## config.mk

```make
export PLATFORM = sky130hd
export DESIGN_NAME = mux_scan_ctrl
export DESIGN_NICKNAME = d
export VERILOG_FILES = /design/src/rtl/mux_scan_pkg.sv /design/src/rtl/mux_sel_enc.sv /design/src/rtl/mux_scan_ctrl.sv
export SDC_FILE = /design/constraint.sdc
export NUM_CORES = 1
export LEC_CHECK = 0
export ABC_AREA = 1
export BUFFER_PORTS_ARGS = -buffer_cell sky130_fd_sc_hd__buf_4
export CAP_MARGIN = 20
export CORE_UTILIZATION = 45
export DETAILED_ROUTE_END_ITERATION = 10
export PLACE_DENSITY = 0.71
export SLEW_MARGIN = 20
export SYNTH_ARGS = -nofsm -noshare
export SYNTH_HDL_FRONTEND = slang
export SYNTH_HIERARCHICAL = 1
export SYNTH_SLANG_ARGS = --single-unit
```

## constraint.sdc

```tcl
create_clock -name clk -period 2.9 [get_ports clk]
set_input_delay 0.58 -clock clk [delete_from_list [all_inputs] [get_ports clk]]
set_output_delay 0.58 -clock clk [all_outputs]
set_load 0.02 [all_outputs]
```

## src/rtl/mux_scan_pkg.sv

```systemverilog
// Shared definitions for mux-tree scan controllers: FSM states, default
// lane count and the bit-reverse select encoding used by the mux tree.
package mux_scan_pkg;

   localparam int N_DEFAULT = 9;
   localparam int MAX_SW    = 16;

   typedef enum logic [1:0] {
      IDLE = 2'd0,
      SCAN = 2'd1,
      HOLD = 2'd2
   } scan_state_t;

   // The mux tree decodes its select MSB-first from the leaf side, so the
   // select is the index with its low sw bits reversed.
   function automatic logic [MAX_SW-1:0] sel_enc(input logic [MAX_SW-1:0] idx,
                                                 input int sw);
      logic [MAX_SW-1:0] r;
      int                j;
      logic [3:0]        jj;
      r = '0;
      for (int i = 0; i < MAX_SW; i++) begin
         j  = sw - 1 - i;
         jj = 4'(j);
         if (i < sw) r[i] = idx[jj];
      end
      return r;
   endfunction

endpackage

```

## src/rtl/mux_sel_enc.sv

```systemverilog
// Index-to-select encoder for a bit-reversed N:1 mux tree.
module mux_sel_enc
   import mux_scan_pkg::*;
#(
   parameter int SW = 4
) (
   input  logic [SW-1:0] idx,
   output logic [SW-1:0] s
);

   logic [MAX_SW-1:0] wide;

   assign wide = sel_enc(MAX_SW'(idx), SW);
   assign s    = wide[SW-1:0];

endmodule

```

## src/rtl/mux_scan_ctrl.sv

```systemverilog
// Scans every input of an external N:1 mux once per start request and
// presents all captured lanes together under a valid/ready handshake.
module mux_scan_ctrl
   import mux_scan_pkg::*;
#(
   parameter int N = N_DEFAULT,
   parameter int W = 1
) (
   input  logic                  clk,
   input  logic                  rst_n,
   input  logic                  start,
   output logic [$clog2(N)-1:0]  s,
   input  logic [W-1:0]          mux_o,
   output logic                  busy,
   output logic [N*W-1:0]        data_out,
   output logic                  out_valid,
   input  logic                  out_ready
);

   localparam int SW = $clog2(N);
   localparam logic [SW-1:0] LAST = SW'(N - 1);

   scan_state_t   state_reg, state_next;
   logic [SW-1:0] idx_reg, idx_next;
   logic [SW-1:0] s_reg, s_next;
   logic          busy_reg, valid_reg;
   logic [W-1:0]  lane_reg [N];

   always_comb begin
      state_next = state_reg;
      idx_next   = idx_reg;
      case (state_reg)
         IDLE: begin
            if (start) begin
               state_next = SCAN;
               idx_next   = '0;
            end
         end
         SCAN: begin
            // Last lane: park the select on code 0 so no unused code is driven.
            if (idx_reg == LAST) begin
               state_next = HOLD;
               idx_next   = '0;
            end else begin
               idx_next = idx_reg + 1'b1;
            end
         end
         HOLD: begin
            if (out_ready) state_next = IDLE;
         end
         default: begin
            state_next = IDLE;
            idx_next   = '0;
         end
      endcase
   end

   mux_sel_enc #(
      .SW (SW)
   ) u_enc (
      .idx (idx_next),
      .s   (s_next)
   );

   always_ff @(posedge clk or negedge rst_n) begin
      if (!rst_n) begin
         state_reg <= IDLE;
         idx_reg   <= '0;
         s_reg     <= '0;
         busy_reg  <= 1'b0;
         valid_reg <= 1'b0;
      end else begin
         state_reg <= state_next;
         idx_reg   <= idx_next;
         s_reg     <= s_next;
         busy_reg  <= (state_next == SCAN);
         valid_reg <= (state_next == HOLD);
      end
   end

   // One capture register per lane; each loads only when the scan points at it.
   for (genvar gi = 0; gi < N; gi++) begin : g_lane
      always_ff @(posedge clk or negedge rst_n) begin
         if (!rst_n) begin
            lane_reg[gi] <= '0;
         end else if (state_reg == SCAN && idx_reg == SW'(gi)) begin
            lane_reg[gi] <= mux_o;
         end
      end
      assign data_out[gi*W +: W] = lane_reg[gi];
   end

   assign s         = s_reg;
   assign busy      = busy_reg;
   assign out_valid = valid_reg;

endmodule

```

# Yosys cells after proc, flatten, opt, wreduce, memory -nomap -nowiden

Index checks and enable logic that the tools add are counted.

Word-level logic and storage cells: 45
Output and inout bits: 15
Register bits after elaboration: 21
Input port bits: 5

Multiplexer cells: 7
Add/sub/neg operators: 1
Equality and inequality tests: 12
Reduce and logical (&&, ||, !) cells: 11

Operators by type and width:

| kind                                                | number |
|---|---|
| equality test 4 x 3 -> 1 bit, second input constant | 4 |
| one-hot mux 4 bit (3 select lines)                  | 1 |
| logical AND 1 bit                                   | 9 |
| equality test 4 x 2 -> 1 bit, second input constant | 2 |
| two-way mux 4 bit                                   | 2 |
| two-way mux 2 bit                                   | 3 |
| one-hot mux 2 bit (3 select lines)                  | 1 |
| adder 4 x 1 -> 4 bit, second input constant         | 1 |
| equality test 2 x 1 -> 1 bit, second input constant | 2 |
| equality test 2 bit, second input constant          | 2 |
| equality test 4 x 1 -> 1 bit, second input constant | 1 |
| equality test 4 bit, second input constant          | 1 |
| logical NOT 4 bit                                   | 1 |
| logical NOT 2 bit                                   | 1 |

# Depth between registers and ports, before layout

Gate-level depths: netlist of the first run.

Word-level depth: 4
Mapped depth: 8
Mapped depth without buffers: 7

# Cells and area by module

Netlist of the first run, hierarchy kept.

By module, submodules not included:

| module        | cells an instance | times used | area an instance (um2) |
|---|---|---|---|
| mux_scan_ctrl | 98                | 1          | 937.1 |
| mux_sel_enc   | 4                 | 1          | 30.0 |

# Least setup slack after synthesis of the first run

Ideal clock, no wire load.

Path type: reg2reg
Start point: register idx_reg[0]
End point: register s_reg[3] (netlist: s[3])
Setup slack: 1.571 ns
Stages on the path, launching flop included: 9
Arrival: 1.214 ns
Path buffers: 1
Cells stage by stage: dfrtp_1 > inv_1 > ha_1 > nand2_1 > nor2_4 > nor2_1 > nand2_1 > nand3_1 > buf_4

Cells in the longest elaborated chain, start to end: 3

RTL lines:

| what                                                        | RTL line                                 | source |
|---|---|---|
| start, declared                                             | mux_scan_ctrl.sv:24                      | `logic [SW-1:0] idx_reg, idx_next;` |
| start signal, assigned                                      | mux_scan_ctrl.sv:74                      | `idx_reg <= idx_next;` |
| adder 4 x 1 -> 4 bit or equality test 4 bit (tied branches) | mux_scan_ctrl.sv:45, mux_scan_ctrl.sv:41 |  |
| two-way mux 4 bit                                           | mux_scan_ctrl.sv:41                      | `if (idx_reg == LAST) begin` |
| one-hot mux 4 bit (3 select lines) *                        | mux_scan_ctrl.sv:32                      | `case (state_reg)` |
| named net idx_next[0]                                       | mux_scan_ctrl.sv:24                      |  |
| end signal, assigned                                        | mux_scan_ctrl.sv:75                      | `s_reg <= s_next;` |
| end, declared                                               | mux_scan_ctrl.sv:25                      | `logic [SW-1:0] s_reg, s_next;` |

The timed path passes the listed nets; every way through them passes the cells marked *.
A chain may end at the register's enable or synchronous reset.

# Worst setup path in the final report of the first run

Start point: register lane_reg, in the netlist data_out[6]
End point: output port data_out[6]

RTL lines:

| what                            | RTL line            | source |
|---|---|---|
| start, declared                 | mux_scan_ctrl.sv:27 | `logic [W-1:0] lane_reg [N];` |
| start signal, assigned by index | mux_scan_ctrl.sv:87 | `lane_reg[gi] <= mux_o;` |
| end, declared                   | mux_scan_ctrl.sv:15 | `output logic [N*W-1:0] data_out,` |

No word-level cell between the ends.

==> results.toml, run 1 <==
[status]
run_status = "finished, final reports clean"

[synth]
synth_area_leaders = "dfrtp_1, nand2_1, nand3_1, ha_1, nand4_1"
syn_nets = 111
synthCells = 102
ys_ff_latch = 21
synth_top_area_share_pct = 54.3
synth_top_area_cell = "dfrtp_1"
avgSynthCellArea_um2 = 9.48
yosysSeqAreaShare_pct = 54.3
ys.warnings.count = 6
netlist_area_um2 = 967
synth_cell_types = 17

[die]
row_count = 16
fp.dieH_um = 48.4
dieArea_mm2 = 0.00234
io_pins = 20
initial_utilization_pct = 48.8
fp.dieW_um = 48.4
core_mm2 = 0.00198

[placed_design]
place_congestion = 0.852
dpl_cell_area_mm2 = 0.00109
portBuffers = 19
hpwl_um = 1200

[sta]
setup_tns_ps = 0
fmax_mhz = 688
slew_violations = 0
finalHoldViolCount = 0
worst_pin_slew_ps = 312
period_needed_ps = 1450
finClkSkew_ps = 6.47
rsz0062_at_grt = "false"
post-route-period-util_pct = 50.1
setup_viol = 0
relSlewSlack_pct = 79.2

[route]
vias_per_cell = 4.96
drtIter0Drc = 16
drc = 0
dr.pass1.iters = 4
drt-total-wl_um = 1630
routedWlPerCell_um = 11.2
postRouteAntennaNets = 0
num_vias = 724

[worst_setup_path]
slowest_stage = "dfrtp_1"
worstPathRequired_ps = 2320
cp-end-kind = "primary output"
crit_chain = "buf_4"
critPathLaunchType = "register"
cp_num_buf_inv = 1
cp_max_fo = 2
crit_family = "flip-flops"
cpPeakStageDelay_ps = 410
worstPathArrival_ps = 870
critPathLaunch = "data_out[6]"
worstSetupPathType = "register to primary output"
timing.rr.start = "idx_reg[1]"

[layout]
syn_to_final_growth_pct = 15.7
final_util_pct = 56.4
antenna_cells = 0
largest_register_ffs = 9
finish.instance_area_mm2 = 0.00112
drive_gt1_share_pct = 22.7
fin_nets = 129

[clocking]
cts_resized = 0
cts_hold_buf = 0
cts.clk_slew.worst_paths_ps = 120
cts_tree = "built"
clkLatencyLatePin_ps = 300
ctsRootBufferMaster = "clkbuf_4"
clk_path_buf_depth = 2
cts_num_sinks = 21
cts_made_buffers = 3
ctsHtreeMaxLevel = 1
cts_setup_buffers = 0

[global_routing]
antenna_found_initial = 0
grt_start_max_net_pins = 22
first_global_vias = 646
grt_usage_pct = 14.9
grt_pass1_wl_um = 2680
grt_overflow = 0

[pwr]
p_leak_nw = 0.568
switching_share_pct = 44.4
ir_drop_mv = 0.536
power_density_mw_per_mm2 = 1170
clkPwrFrac_pct = 10.5
p_int_mw = 0.729
finalPower_mw = 1.31
power_frac_seq_pct = 40.9
p_sw_mw = 0.581
combPwrFrac_pct = 48.6

[job]
drv_cap = 0

[hold_path]
hold_path.class = "input pin to asynchronous set/reset pin"
[final cells by class]
class	count	area (um^2)
flip-flops and latches	21	526
well taps	27	33.8
fillers	178	863
multi-input cells	67	359
repair buffers	19	143
clock inverters	1	5.00
clock buffers	3	22.5
inverters	8	30.0
[power by group through the flow]
stage / Sequential, mW / Combinational, mW / Clock, mW
5_1_grt: 0.554 / 0.698 / 0.154
3_5_place_dp: 0.539 / 0.638 / 0
3_3_place_gp: 0.535 / 0.633 / 0
4_1_cts: 0.535 / 0.642 / 0.141
6_report: 0.536 / 0.636 / 0.138
2_1_floorplan: 0.638 / 0.390 / 0
[cells by family (layout without fill, tap and decap cells)]
| group | after synthesis | count (layout) | share of synthesized area [%] |
|---|---|---|---|
| and+or+nand+nor | 52 | 52 | 25.4 |
| AOI/OAI and AO/OA | 10 | 10 | 5.69 |
| buffers and inverters | 14 | 31 | 8.54 |
| xor gates and xnor gates | 1 | 1 | 0.906 |
| adders and majority gates | 4 | 4 | 5.17 |
| DFF | 21 | 21 | 54.3 |
[cell usage in the layout (no fill, tap or decap)]
cell      count
nand2_1      24
dfrtp_1      21
buf_4        19
nand3_1      16
inv_1         7
nand4_1       5
o21ai_0       5
nor2_1        4
ha_1          4
clkbuf_4      3
nor2_4        2
o22ai_1       2
o21ai_1       2
inv_2         1
o211ai_1      1
xor2_1        1
nor2_2        1
clkinv_2      1
[synthesized netlist by cell type]
| cell | count |
|---|---|
| inv_1 | 7 |
| buf_6 | 2 |
| nor2_1 | 4 |
| inv_2 | 1 |
| nor2_2 | 1 |
| nand2_1 | 24 |
| buf_4 | 4 |
| o21ai_1 | 2 |
| ha_1 | 4 |
| dfrtp_1 | 21 |
| o211ai_1 | 1 |
| nand3_1 | 16 |
| o22ai_1 | 2 |
| nand4_1 | 5 |
| o21ai_0 | 5 |
| xor2_1 | 1 |
| nor2_4 | 2 |
[routing by layer]
| layer | track usage [%] | part of all wire [%] | wire [um] |
|---|---|---|---|
| met3 | 3.77 | 4.0 | 66 |
| met2 | 22.8 | 47 | 760 |
| met1 | 20.0 | 49 | 797 |
| met5 | 0 | 0 | 0 |
| met4 | 6.86 | 0.55 | 9 |
[final timing paths]
path	slack [ps]	to	depth (start not counted)
worst min register to register	480	data_out[7]	2
worst max register to register	1510	data_out[8]	7
max in group asynchronous	2550	s[3]	1
worst max-delay path	1450	data_out[6]	1
worst min-delay path	130	data_out[4]	1
min in group clk	470	state_reg[1]	2
[metrics by stage]
stage          instances  hold WS, ps  setup slack [ps]
2_1_floorplan        102          284              1570
3_3_place_gp         142          459              1580
5_1_grt              146          132              1390
4_1_cts              146          138              1450
6_report             146          130              1450
3_5_place_dp         142          460              1510
Power figures use the tool's default switching activity.
==> inputs of run 2 (changes only) <==
ABC_AREA = 0   (was 1)
clock period = 1.4 ns   (was 2.9 ns; I/O delays follow)
==> run 2 against run 1 <==
  * Non-clock buffer count up 11
  * Sequential share of layout area down 5.8 points
  * Worst setup slack got worse by 1400 ps
  * Largest cell class unchanged
  * Final cell count is 8.2% lower
  * Clock skew shrank 5.9 ps
  * Largest power group unchanged
  * Critical endpoint is now data_out[1]
  * Combinational power increased to 2.7 times the previous value
  * Critical path type is now register to register
  * The run now ends with negative setup slack left
  * Highest routed layer unchanged
  * Register-to-register slack worse by 1500 ps
==> results.toml, run 2 <==
[die]
dieArea_mm2 = 0.00236
core_mm2 = 0.00200
initial_utilization_pct = 48.8
fp.dieH_um = 48.6
row_count = 16
fp.dieW_um = 48.6
io_pins = 20

[sta]
setup_slack_ps = -2.51
finClkSkew_ps = 0.516
setup_viol = 1
rsz0062_at_grt = "true"
fmax_mhz = 713
period_needed_ps = 1400
finalHoldViolCount = 0
whs_ps = 252
worst_pin_slew_ps = 325
post-route-period-util_pct = 100
relSlewSlack_pct = 78.3
slew_violations = 0

[route]
routedWlPerCell_um = 13.0
num_vias = 701
drtIter0Drc = 6
vias_per_cell = 5.23
drc = 0
drt-total-wl_um = 1740
postRouteAntennaNets = 0
dr.pass1.iters = 4

[synth]
synth_cell_types = 25
avgSynthCellArea_um2 = 12.4
synth_ff_type = "dfrtp_1"
yosysMostFrequentCell = "dfrtp_1"
synthCells = 79
yosys.area_share.simple_pct = 19.5
netlist_area_um2 = 977
yosysSeqAreaShare_pct = 53.8
synthTopCellsByCount = "dfrtp_1, mux2_1, nand2_1, nor2_1"
synth_area_leaders = "dfrtp_1, mux2_1, ha_1, buf_4, nor4b_4"
synth_edf_count = 0
synthXorXnorAreaFrac_pct = 0
synth_top_area_share_pct = 53.8
syn_nets = 88
synth_top_area_cell = "dfrtp_1"
synth_mux_area_share_pct = 10.4
synth_top_family_by_area = "simple AND/OR/NAND/NOR gates"
ys_ff_latch = 21
ys_async_sr_fraction_pct = 100
synth_fa_ha_area_share_pct = 5.12
synth_compound_area_share_pct = 5.12
ys.warnings.count = 6

[worst_setup_path]
critPathLaunchType = "register"
critPathLaunch = "idx_reg[3]"
slowest_stage = "dfrtp_1"
timing.rr.start = "idx_reg[3]"
cpPeakStageDelay_ps = 490
reg2regPathDepth = 3
worstSetupPathType = "register to register"
worstSetupEndpoint = "data_out[1]"
cp-end-kind = "register"
worstPathArrival_ps = 1600
cp_max_fo = 6
worstPathRequired_ps = 1600
crit_chain = "nor3b_4 -> nand3b_1 -> mux2_1"
r2r_end = "data_out[1]"
r2r_slack_ps = -3

[layout]
syn_to_final_growth_pct = 30.9
fin_nets = 117
mostFrequentLayoutCells = "buf_4, dfrtp_1, mux2_1, nand2_1, nor2_1"
instances_no_fill = 134
drive_gt1_share_pct = 46.7
finish.instance_area_mm2 = 0.00128
antenna_cells = 0
layout_commonest_cell = "buf_4"
num-fill-cells = 161
largest_register_ffs = 9

[placed_design]
portBuffers = 19
dpl_cell_area_mm2 = 0.00117
hpwl_um = 1260
place_congestion = 0.829
dp.cells = 127

[global_routing]
grt_overflow = 0
grt_usage_pct = 15.9
grt_pass1_wl_um = 2870
first_global_vias = 670
grt_start_max_net_pins = 22
antenna_found_initial = 0

[clocking]
clk_path_buf_depth = 2
ctsHtreeMaxLevel = 1
cts.clk_slew.worst_paths_ps = 110
cts_tree = "built"
ctsRootBufferMaster = "clkbuf_4"
cts_num_sinks = 21
clkLatencyLatePin_ps = 300
cts_made_buffers = 3

[pwr]
p_leak_nw = 0.619
ir_drop_mv = 1.23
power_density_mw_per_mm2 = 2420

[status]
run_status = "finished, violations left"
violations = "negative setup slack"

[job]
drv_cap = 0

[hold_path]
hold_path.class = "input pin to register"
[run 2: cell types whose count changed after synthesis, moves of 2 or more]
cell,previous run,this run
a22o_1,0,2
a31o_2,0,2
inv_1,7,4
mux2_1,0,9
nand2_1,24,5
nand2b_1,0,3
nand3_1,16,4
nand3b_1,0,2
nand4_1,5,1
nor2_4,2,0
nor3_1,0,2
o21ai_0,5,0
o21ai_1,2,0
o22ai_1,2,0
[run 2: power by group]
group / internal [mW] / switching (mW) / leakage (nW)
clock network: 0.107 / 0.177 / 0.0177
logic: 0.880 / 0.860 / 0.352
registers: 0.889 / 0.180 / 0.249
[run 2: worst max-delay path: cells and delay by family, from the launching register on]
family           cells  cell delay [ps]
DFF                  1              490
and+or+nand+nor      2              490
muxes                1              320
[run 2: final cells by class]
| cell class | instances | area, um^2 | share of cell area (%) |
|---|---|---|---|
| Sequential cell | 21 | 527 | 41.2 |
| Multi-Input combinational cell | 48 | 448 | 35.0 |
| Timing Repair Buffer | 30 | 228 | 17.8 |
| Tap cell | 27 | 33.8 | 2.64 |
| Clock buffer | 3 | 22.5 | 1.76 |
| Inverter | 4 | 15.0 | 1.17 |
| Clock inverter | 1 | 5.00 | 0.391 |
[run 2: per-stage QoR]
step	power [mW]	TNS [ps]	util, %	setup WS, ps
CTS	2.94	0	60.8	5.09
global placement	2.59	0	58.5	19.6
detailed placement	2.62	0	58.5	1.61
global route	3.31	-419	63.9	-96.3
floorplan	2.14	-13.6	-	-13.6
finish	3.09	-2.51	63.9	-2.51
[run 2: per-layer routing]
metal | global-route usage, % | wire length [um] | vias up
li1 | - | - | 329
met1 | 19.7 | 779 | 347
met2 | 26.9 | 864 | 21
met3 | 1.89 | 51 | 4
met4 | 8.82 | 47 | 0
met5 | 0 | 0 | -
[run 2: cells by family (layout without fill, tap and decap cells)]
logic type / count (synthesis) / count (layout)
adders and majority gates: 4 / 4
AOI/OAI and AO/OA: 6 / 6
buffers and inverters: 10 / 38
and+or+nand+nor: 29 / 29
muxes: 9 / 9
DFF: 21 / 21
[run 2: how the worst min path moves through the flow]
stage          startpoint           to  slack (ps)  cells past startpoint
6_report            mux_o  data_out[6]         250                      2
5_1_grt             mux_o  data_out[4]         250                      2
4_1_cts             mux_o  data_out[4]         250                      2
3_5_place_dp        rst_n  data_out[1]         180                      1
3_3_place_gp        rst_n  data_out[4]         170                      1
2_1_floorplan       rst_n         busy         -20                      0
[run 2: repair_timing]
item | in CTS | in global routing
pin swaps | 1 | 5
endpoints found under the hold margin | 21 | 0
resized for setup | 1 | 12
hold buffers | 1 | 0
setup endpoints to repair | 2 | 11
buffers inserted | 1 | 1
==> inputs of run 3 (changes only) <==
RECOVER_POWER = 100   (was not set)
==> run 3 against run 2 <==
  * The run still ends with negative setup slack left
  * Clock power barely moved
  * Core utilization fell by 2.9 points
  * Final cell count did not move
  * Sequential share of layout area rose by 2.0 points
  * Register-to-register slack barely moved
  * Combinational power fell by 9.8%
  * Flip-flop and latch count did not move
  * Die area did not move
  * Critical path type unchanged
  * Critical endpoint unchanged
  * Largest cell class unchanged
==> results.toml, run 3 (same netlist as run 2, synthesis figures left out) <==
[status]
run_status = "finished, violations left"
violations = "negative setup slack"

[sta]
finClkSkew_ps = 1.41
setup_tns_ps = -2.78
relSlewSlack_pct = 66.7
rsz0062_at_grt = "true"
setup_slack_ps = -2.62
fmax_mhz = 713
worst_pin_slew_ps = 499
finalHoldViolCount = 0
slew_violations = 0
setup_viol = 2
post-route-period-util_pct = 100
period_needed_ps = 1400

[placed_design]
hpwl_um = 1260
portBuffers = 19
place_ws_ps = 1.61
place_congestion = 0.829

[worst_setup_path]
worstSetupPathDepth = 3
cpPeakStageDelay_ps = 490
critPathLaunchType = "register"
slowest_stage = "dfrtp_1"
r2r_slack_ps = -3
cp-end-kind = "register"
worstSetupPathType = "register to register"
timing.rr.start = "idx_reg[3]"
worstPathArrival_ps = 1600
reg2regPathDepth = 3
worstPathRequired_ps = 1600
cp_max_fo = 6
critPathLaunch = "idx_reg[3]"
crit_family = "flip-flops"
cp_num_buf_inv = 0
crit_chain = "nor3b_4 -> nand3b_1 -> mux2_1"

[clocking]
ctsHtreeMaxLevel = 1
cts_made_buffers = 3
cts_tree = "built"
ctsRootBufferMaster = "clkbuf_4"
clkLatencyLatePin_ps = 300
cts_num_sinks = 21
clk_path_buf_depth = 2
cts.clk_slew.worst_paths_ps = 110

[layout]
mostFrequentLayoutCells = "dfrtp_1, clkbuf_1, buf_4, mux2_1, nand2_1"
syn_to_final_growth_pct = 24.8
fin_nets = 117
layout_commonest_cell = "dfrtp_1"
num-fill-cells = 181
drive_gt1_share_pct = 32.7
antenna_cells = 0
largest_register_ffs = 9

[pwr]
clkPwrFrac_pct = 9.7
ir_drop_mv = 1.19
p_int_mw = 1.71
switching_share_pct = 41.6
power_frac_seq_pct = 36.4
p_leak_nw = 0.563
combPwrFrac_pct = 53.9
p_sw_mw = 1.22
power_density_mw_per_mm2 = 2390

[route]
dr_wl_met3_um = 61
top_layer = "met4"
num_vias = 700
dr.pass1.iters = 4
routedWlPerCell_um = 13.1
drc = 0
drt-total-wl_um = 1750
drtIter0Drc = 6
wl_met1_um = 786
postRouteAntennaNets = 0
wl_met2_um = 854
vias_per_cell = 5.22

[global_routing]
grt_usage_pct = 15.9
grt_overflow = 0
grt_pass1_wl_um = 2870
antenna_found_initial = 0
first_global_vias = 670
grt_start_max_net_pins = 22

[die]
dieArea_mm2 = 0.00236
io_pins = 20
initial_utilization_pct = 48.8
fp.dieH_um = 48.6
fp.dieW_um = 48.6
row_count = 16
core_mm2 = 0.00200

[hold_path]
hold_path.class = "input pin to register"
min_path_cells = 2
min_from = "mux_o"

[job]
drv_cap = 0
## run 3: changes by cell type in the layout (fill, tap and decap cells not counted)
cell      before  now
buf_4         29   13
clkbuf_1       0   15
clkbuf_2       0    1
## run 3: power by group through the flow
| stage | clock, mW | sequential (mW) | combinational, mW |
|---|---|---|---|
| finish | 0.283 | 1.06 | 1.57 |
| global route | 0.324 | 1.10 | 1.72 |
| CTS | 0.293 | 1.06 | 1.58 |
| detailed placement | 0 | 1.07 | 1.55 |
| global placement | 0 | 1.07 | 1.52 |
| floorplan | 0 | 1.32 | 0.822 |
## run 3: layout make-up
class	instances	area, um^2	share of cell area, %
flip-flops and latches	21	527	43.2
well taps	27	33.8	2.77
multi-input cells	48	448	36.7
repair buffers	30	169	13.8
clock inverters	1	5.00	0.410
inverters	4	15.0	1.23
clock buffers	3	22.5	1.85
## run 3: what timing repair did
item / 4_1_cts / 5_1_grt
endpoints found under the hold margin: 21 / 0
pin swaps: 1 / 5
setup buffers: 1 / 1
hold buffers: 1 / 0
endpoints found under the setup margin: 2 / 11
resized for setup: 1 / 12
## run 3: path summary, 6_finish.rpt
path / to
max in group asynchronous: state_reg[1]
min in group asynchronous: data_out[6]
worst min-delay path: data_out[6]
worst max register to register: data_out[1]
worst max-delay path: data_out[1]
worst min register to register: data_out[1]
## run 3: per-stage QoR
| step | std cells | utilization [%] | instance area [um^2] | power, mW | hold slack (ps) |
|---|---|---|---|---|---|
| after detailed placement | 127 | 58.5 | 1170 | 2.62 | 178 |
| after global routing | 134 | 60.9 | 1220 | 3.14 | 252 |
| after floorplan | 79 | - | 980 | 2.14 | -15.6 |
| after CTS | 133 | 60.8 | 1220 | 2.94 | 251 |
| after global placement | 127 | 58.5 | 1170 | 2.59 | 172 |
| final | 134 | 60.9 | 1220 | 2.92 | 252 |
## run 3: layer usage
layer | global-route usage, % | vias to the layer above
met2 | 26.9 | 21
li1 | - | 329
met1 | 19.7 | 346
met4 | 8.82 | 0
met5 | 0 | -
met3 | 1.89 | 4
## run 3: worst reg2reg max path, delay by kind of cell (launching register included)
family        cells  cell delay (ps)
flops             1              490
mux               1              320
simple gates      2              490
